[config.mk]
export PLATFORM = sky130hd
export DESIGN_NAME = mux_n_1_scan
export DESIGN_NICKNAME = d
export VERILOG_FILES = /design/src/rtl/mux_n_1_scan.sv
export SDC_FILE = /design/constraint.sdc
export NUM_CORES = 1
export LEC_CHECK = 0
export ABC_AREA = 1
export ABC_CLOCK_PERIOD_IN_PS = 4400
export CORE_ASPECT_RATIO = 1.2
export CORE_MARGIN = 1
export CORE_UTILIZATION = 46
export CTS_BUF_LIST = sky130_fd_sc_hd__clkbuf_16
export CTS_CLUSTER_DIAMETER = 50
export DETAILED_ROUTE_END_ITERATION = 10
export PLACE_DENSITY = 0.83
export SLEW_MARGIN = 20
export SYNTH_ARGS = -nofsm -noshare
export SYNTH_HDL_FRONTEND = slang
export SYNTH_SLANG_ARGS = --single-unit
[constraint.sdc]
create_clock -name i_clk -period 4.4 [get_ports i_clk]
set_clock_uncertainty 0.2 [all_clocks]
set_input_delay 0.66 -clock i_clk [delete_from_list [all_inputs] [get_ports i_clk]]
set_output_delay 0.66 -clock i_clk [all_outputs]
set_load 0.05 [all_outputs]
[src/rtl/mux_n_1_scan.sv]
// mux_n_1_scan: registered N-to-1 channel multiplexer with a valid/ready output
// stage. The channel is chosen either by an explicit select code (direct mode)
// or by a round-robin scan pointer that skips idle channels (scan mode).
// A captured channel is told so by a one-cycle one-hot pulse on o_ack.
// Optional build macro MUX_N_1_SCAN_PARITY_EN adds o_parity, the XOR of the
// captured data word, registered alongside o_f.

module mux_n_1_scan #(
    parameter int N_CH   = 8,
    parameter int SEL_W  = 3,
    parameter int DATA_W = 8
) (
    input  logic                     i_clk,
    input  logic                     i_rst_n,
    input  logic [N_CH*DATA_W-1:0]   i_code,
    input  logic [N_CH-1:0]          i_valid,
    input  logic                     i_mode,
    input  logic [SEL_W-1:0]         i_sel_code,
    input  logic                     i_ready,
    output logic [DATA_W-1:0]        o_f,
    output logic                     o_valid,
    output logic [SEL_W-1:0]         o_ch,
    output logic [N_CH-1:0]          o_ack,
    output logic                     o_sel_err
`ifdef MUX_N_1_SCAN_PARITY_EN
    ,
    output logic                     o_parity
`endif
);

    localparam logic [SEL_W:0]   N_CH_L  = (SEL_W+1)'(N_CH);
    localparam logic [SEL_W-1:0] LAST_CH = SEL_W'(N_CH-1);

    logic [SEL_W-1:0]      ptr;
    logic                  mode_q;
    logic [SEL_W-1:0]      eff_ptr;
    logic [2**SEL_W-1:0]   valid_ext;
    logic                  sel_ok;
    logic [SEL_W:0]        probe;
    logic                  scan_found;
    logic [SEL_W-1:0]      scan_idx;
    logic                  cand_found;
    logic [SEL_W-1:0]      cand_idx;
    logic [DATA_W-1:0]     cand_data;
    logic [N_CH-1:0]       cand_onehot;
    logic [SEL_W-1:0]      next_ptr;
    logic                  space;
    logic                  capture;

    // Entering scan mode restarts the search at channel 0 for that one cycle.
    assign eff_ptr = (i_mode && !mode_q) ? '0 : ptr;
    assign sel_ok  = ({1'b0, i_sel_code} < N_CH_L);
    assign space   = !o_valid || i_ready;
    assign capture = space && cand_found;
    assign next_ptr = (cand_idx == LAST_CH) ? '0 : cand_idx + SEL_W'(1);

    // Pad the valid vector to the full select range so any code indexes safely.
    always_comb begin
        valid_ext = '0;
        valid_ext[N_CH-1:0] = i_valid;
    end

    // Round-robin search: first valid channel at or after the pointer, wrapping.
    always_comb begin
        scan_found = 1'b0;
        scan_idx   = '0;
        probe      = '0;
        for (int j = 0; j < N_CH; j++) begin
            probe = {1'b0, eff_ptr} + (SEL_W+1)'(j);
            if (probe >= N_CH_L)
                probe = probe - N_CH_L;
            if (!scan_found && valid_ext[probe[SEL_W-1:0]]) begin
                scan_found = 1'b1;
                scan_idx   = probe[SEL_W-1:0];
            end
        end
    end

    // Pick the candidate channel for the active mode and gather its data/ack.
    always_comb begin
        if (i_mode) begin
            cand_found = scan_found;
            cand_idx   = scan_idx;
        end else begin
            cand_found = sel_ok && valid_ext[i_sel_code];
            cand_idx   = i_sel_code;
        end
        cand_data   = '0;
        cand_onehot = '0;
        for (int c = 0; c < N_CH; c++) begin
            if (SEL_W'(c) == cand_idx) begin
                cand_data      = i_code[c*DATA_W +: DATA_W];
                cand_onehot[c] = 1'b1;
            end
        end
    end

    // Output register stage, scan pointer and mode history.
    always_ff @(posedge i_clk or negedge i_rst_n) begin
        if (!i_rst_n) begin
            o_f       <= '0;
            o_valid   <= 1'b0;
            o_ch      <= '0;
            o_ack     <= '0;
            o_sel_err <= 1'b0;
            ptr       <= '0;
            mode_q    <= 1'b0;
        end else begin
            mode_q    <= i_mode;
            o_sel_err <= !i_mode && !sel_ok;
            o_ack     <= '0;
            if (capture) begin
                o_f     <= cand_data;
                o_ch    <= cand_idx;
                o_valid <= 1'b1;
                o_ack   <= cand_onehot;
                if (i_mode)
                    ptr <= next_ptr;
            end else if (o_valid && i_ready) begin
                o_valid <= 1'b0;
            end
        end
    end

`ifdef MUX_N_1_SCAN_PARITY_EN
    // Parity of the captured word follows o_f exactly.
    always_ff @(posedge i_clk or negedge i_rst_n) begin
        if (!i_rst_n)
            o_parity <= 1'b0;
        else if (capture)
            o_parity <= ^cand_data;
    end
`endif

endmodule

## Word-level counts from Yosys, hierarchy flattened

Index checks and enable logic that the tools add are counted.

- Register bits: 24
- Bits of input ports: 79
- Output and inout bits: 21
- Word-level logic and storage cells: 135

- Add/sub/neg operators: 16
- Magnitude comparators: 17
- Eq/ne operators: 8
- Muxes and demuxes: 65
- Reduce and logical (&&, ||, !) cells: 23

Operator list:

| cell | number |
|---|---|
| 8-bit 2-to-1 mux | 9 |
| 3-bit 2-to-1 mux | 19 |
| 3-bit by 4-bit less-than comparator with 1-bit output (second input constant) | 9 |
| 4-bit >= comparator (second input constant) | 7 |
| 1-bit 2-to-1 mux | 28 |
| 1-bit binary-select mux with 3-bit select | 9 |
| 3-bit by 1-bit subtractor with 3-bit output (second input constant) | 8 |
| 3-bit by 3-bit adder with 4-bit output (second input constant) | 4 |
| 3-bit equality test (first input constant) | 4 |
| 1-bit logical AND | 10 |
| 1-bit zero test | 9 |
| 3-bit by 2-bit adder with 4-bit output (second input constant) | 2 |
| 2-bit by 3-bit equality test with 1-bit output (first input constant) | 2 |
| 3-bit by 1-bit adder with 4-bit output (second input constant) | 1 |
| 3-bit by 4-bit >= comparator with 1-bit output (second input constant) | 1 |
| 3-bit by 1-bit adder with 3-bit output (second input constant) | 1 |
| 1-bit by 3-bit equality test with 1-bit output (first input constant) | 1 |
| 3-bit equality test (second input constant) | 1 |
| 3-bit zero test | 1 |
| 2-bit AND reduction | 1 |
| 2-bit nonzero test | 1 |
| 1-bit logical OR | 1 |

## Logic depth before layout (Yosys ltp)

- Depth in word-level cells: 39
- Depth in mapped cells: 29
- Mapped depth without buffers: 26

## Least setup slack after synthesis

OpenSTA, ideal clock, no wires.

- Path kind: input to register
- Start point: input i_mode
- End point: register o_f[7]
- Setup time: 0.121 ns
- Arrival: 3.857 ns
- Data required time: 4.079 ns
- Path slack: 0.221 ns
- Stages on the path: 29
- Buffers on the path: 4
- Cell sequence: buf_4 nand2_8 nand2_2 buf_6 ha_1 inv_1 nand3_1 nand3_1 nand2_2 nand3_4 nor2_4 nand4_2 a21oi_1 o21ai_0 nand3_1 o21ai_0 inv_1 ha_1 clkbuf_1 buf_1 nor2_1 nand3_1 nand3_1 nand3_1 nand2_1 nand2_1 nand2_1 nand2_1 nand2_1

- Word-level cells in the longest chain between the ends: 38
- Elaborated cells on any way between the ends: 98
- Those cells by class: add/sub: 15; order compare: 8; eq/ne: 7; mux: 51; reduce/logical: 17

RTL lines:

| item | line | text |
|---|---|---|
| start, declared | 17 | `input logic i_mode,` |
| branches (longest 28 deep; another with 3-bit by 1-bit adder with 4-bit output) | -- |  |
| 3-bit 2-to-1 mux * | 81 | `if (i_mode) begin` |
| named net cand_idx[0] | 43 | `logic [SEL_W-1:0] cand_idx;` |
| 3-bit zero test | 91 | `if (SEL_W'(c) == cand_idx) begin` |
| 8-bit 2-to-1 mux (7 in a row) | 91 |  |
| 8-bit 2-to-1 mux * | 91 |  |
| end signal, assigned | 113 | `o_f <= cand_data;` |
| end, declared | 20 | `output logic [DATA_W-1:0] o_f,` |

Mark *: on every way through the listed nets, which the timed path passes. The select of a mux whose other input is x is not followed.
A chain may end at the register's enable or synchronous reset.

## Worst setup path in the final report

- Start point: input i_mode
- End point: register o_f[3]

- Word-level cells in the longest chain between the ends: 38
- Elaborated cells on any way between the ends: 98
- Those cells by class: add/sub: 15; order compare: 8; eq/ne: 7; mux: 51; reduce/logical: 17

RTL lines:

| item |
|---|
| branches (longest 38 deep; another with 3-bit by 1-bit adder with 4-bit output) |

Several ways; the timed one is not identified. The select of a mux whose other input is x is not followed.

==> flow_summary.yaml <==
layout:
  finalInstanceArea_um2: 4120
  post-route-util_pct: 72.7
  nFillCells: 471
  drive_gt1_share_pct: 15.6
  area_growth_pct: 52.8
  diodes: 0
  final_cells: 657
  nets: 664
grt:
  grt_pass1_vias: 3323
  antenna_found_initial: 0
  grt_usage_pct: 29.7
  grt_max_degree: 25
  grt_pass1_wl_um: 14500
  grt_overflow: 0
sta:
  relSlewSlack_pct: 62.1
  rsz0062_at_grt: "false"
  whs_ns: 0.192
  maxSlewViolCount: 0
  worst_slew_pin_slew_ns: 0.569
  hold_viol: 0
  period_minus_slack_ns: 3.94
  setup_viol: 0
  period_share_pct: 89.4
  fmax_mhz: 254
power_and_ir_drop:
  p_int_mw: 1.33
  total_leakage_power_nw: 2.14
  sequentialPowerShare_pct: 13.2
  comb_power_share_pct: 77.7
  power.total_mw: 2.82
  clkPwrFrac_pct: 9.2
  ir_drop_uv: 396
  switching_share_pct: 52.8
  powerDensity_nw_per_um2: 683
  p_switching_mw: 1.49
routing:
  drtAntennaViolNets: 0
  vias_per_cell: 5.26
  first_iter_violations: 171
  dr.pass1.iters: 7
  drc: 0
  wl_per_cell_um: 13.6
  num_vias: 3456
  routed_wl_um: 8970
synth:
  ys_seq_elements: 24
  syn_inst: 449
  netlist_area_um2: 2700
  syn-num-nets: 535
  synthFlopType: "dfrtp_1"
  synth_edf_count: 0
  async_flop_share_pct: 100
  ys_seq_area_share_pct: 22.3
  yosysWarningCount: 0
  ys_types: 38
  synth_area_per_cell_um2: 6.01
worst_setup_path:
  critPathKind: "in2reg"
  max_stage_delay_ns: 0.22
  worst-path-buf-inv: 5
  crit_fanout: 15
  end_kind: "register"
  cp_slowest_cell: "xor2_1"
  cp_top_family: "simple AND/OR/NAND/NOR gates"
  start_kind: "input pin"
  cp_data_required_time_ns: 4.35
  worst_ep_arrival_time_ns: 3.88
floorplan:
  fp.dieH_um: 85.9
  rows: 30
  coreArea_um2: 5670
  die_w_um: 71.9
  io_pins: 100
  die_area_um2: 6180
  initial_core_util_pct: 47.6
cts:
  cts.clk_slew.worst_paths_ns: 0.06
  clkLatencyLatePin_ns: 0.25
  post_cts_buffers: 0
  cts_num_sinks: 24
  tritoncts: "done"
  clockBufferDepth: 2
  htreeDepth: 1
  root_buffer: "clkbuf_16"
  cts_buffers: 3
place:
  dp_cells: 653
  io_buffers: 98
  dpl_cell_area_um2: 4000
  place_congestion: 0.964
  dp_hpwl_um: 7280
status:
  outcome: "complete, no violations"
flow_run:
  maxCapViolCount: 0
hold_path:
  hold_path_class: "in2async"
cell usage in the layout (no fill, tap or decap), types with 2 or more instances in the layout:
cell             count
or2_2                7
o21ai_0             26
nor2_1              25
o2111ai_1            2
nor3_1               2
dfrtp_1             24
o22ai_1              4
nand2_1            124
nand4_1              5
ha_1                 5
nand2_2             12
nand2_4              4
a21oi_1              4
a22oi_1              8
ha_2                 2
clkbuf_16            3
inv_2                4
clkdlybuf4s50_1     96
nand3_1             85
inv_1               68
o21ai_1              2
buf_4               44
a21oi_2              2
sequential cells by signal, indices dropped and copies added (netlist names):
signal and cells:
ptr 3, o_ch 3, o_ack 8, mode_q 1
o_f 8, o_valid 1
repair_timing:
action,4_1_cts,5_1_grt
hold buffers,0,0
endpoints found under the setup margin,0,9
resized for setup,0,7
power groups by stage:
| stage | combinational (mW) | clock (mW) | sequential [mW] |
|---|---|---|---|
| 6_report | 2.19 | 0.258 | 0.371 |
| 5_1_grt | 2.39 | 0.273 | 0.380 |
| 4_1_cts | 2.15 | 0.263 | 0.370 |
| 3_5_place_dp | 2.14 | 0 | 0.371 |
| 3_3_place_gp | 2.11 | 0 | 0.370 |
| 2_1_floorplan | 1.16 | 0 | 0.584 |
metrics by stage:
stage               TNS (ns)  setup WS [ns]
floorplan                  0          0.221
global placement       -1.24         -0.193
detailed placement     -1.45         -0.218
CTS                        0         0.0299
global route               0          0.205
finish                     0          0.464
final timing paths:
| kind | cells past startpoint | startpoint | to | slack, ns |
|---|---|---|---|---|
| max in group asynchronous | 1 | i_rst_n | ptr[2]$_DFFE_PN0P_ | 3.42 |
| min in group i_clk | 2 | o_ch[1]$_DFFE_PN0P_ | o_ch[1]$_DFFE_PN0P_ | 0.30 |
| setup reg to reg | 24 | ptr[0]$_DFFE_PN0P_ | o_f[3]$_DFFE_PN0P_ | 0.47 |
| setup / recovery | 25 | i_mode | o_f[3]$_DFFE_PN0P_ | 0.46 |
| hold / removal | 1 | i_rst_n | o_valid$_DFFE_PN0P_ | 0.19 |
| hold reg to reg | 2 | o_ch[1]$_DFFE_PN0P_ | o_ch[1]$_DFFE_PN0P_ | 0.30 |
synthesized netlist by cell type, types with 3 or more instances:
library cell	count	area [µm²]
nand2_2	12	75.1
a21oi_1	5	25.0
o22ai_1	4	25.0
nand2_1	124	465
nand3_1	85	425
or2_2	7	43.8
nand4_1	5	31.3
nand2_4	4	45.0
o21ai_0	26	130
nor2_1	26	97.6
ha_1	7	87.6
buf_1	4	15.0
clkbuf_1	3	11.3
a22oi_1	8	60.1
buf_6	6	67.6
dfrtp_1	24	601
inv_1	68	255
buf_2	4	20.0
inv_2	3	11.3
routing by layer:
metal  vias up  part of all wire [%]  global-route usage (%)
met5         -                     0                       0
met4         0                   3.7                    14.6
met3        30                   4.4                    2.59
met2       148                    57                    58.7
met1      1584                    35                    30.5
li1       1694                     -                       -
logic make-up (layout without fill, tap and decap cells):
| family | count (synthesis) | count (layout) | share of synthesized area, % |
|---|---|---|---|
| flip-flops | 24 | 24 | 22.3 |
| multiplexers | 1 | 1 | 0.371 |
| buffers and inverters | 92 | 220 | 15.0 |
| XOR/XNOR | 1 | 1 | 0.325 |
| other | 1 | 1 | 0.139 |
| AO/OA/AOI/OAI | 51 | 51 | 11.3 |
| adder cells (fa/ha/maj) | 7 | 7 | 3.25 |
| AND/OR/NAND/NOR | 272 | 272 | 47.4 |
area by class of cell:
| type | instances | area, µm² | share of cell area, % |
|---|---|---|---|
| Tap cell | 80 | 100 | 2.43 |
| Clock inverter | 1 | 30.0 | 0.728 |
| Timing Repair Buffer | 143 | 1330 | 32.2 |
| Sequential cell | 24 | 601 | 14.6 |
| Clock buffer | 3 | 75.1 | 1.82 |
| Multi-Input combinational cell | 333 | 1710 | 41.5 |
| Inverter | 73 | 275 | 6.68 |
(Power assumes the default switching activity.)
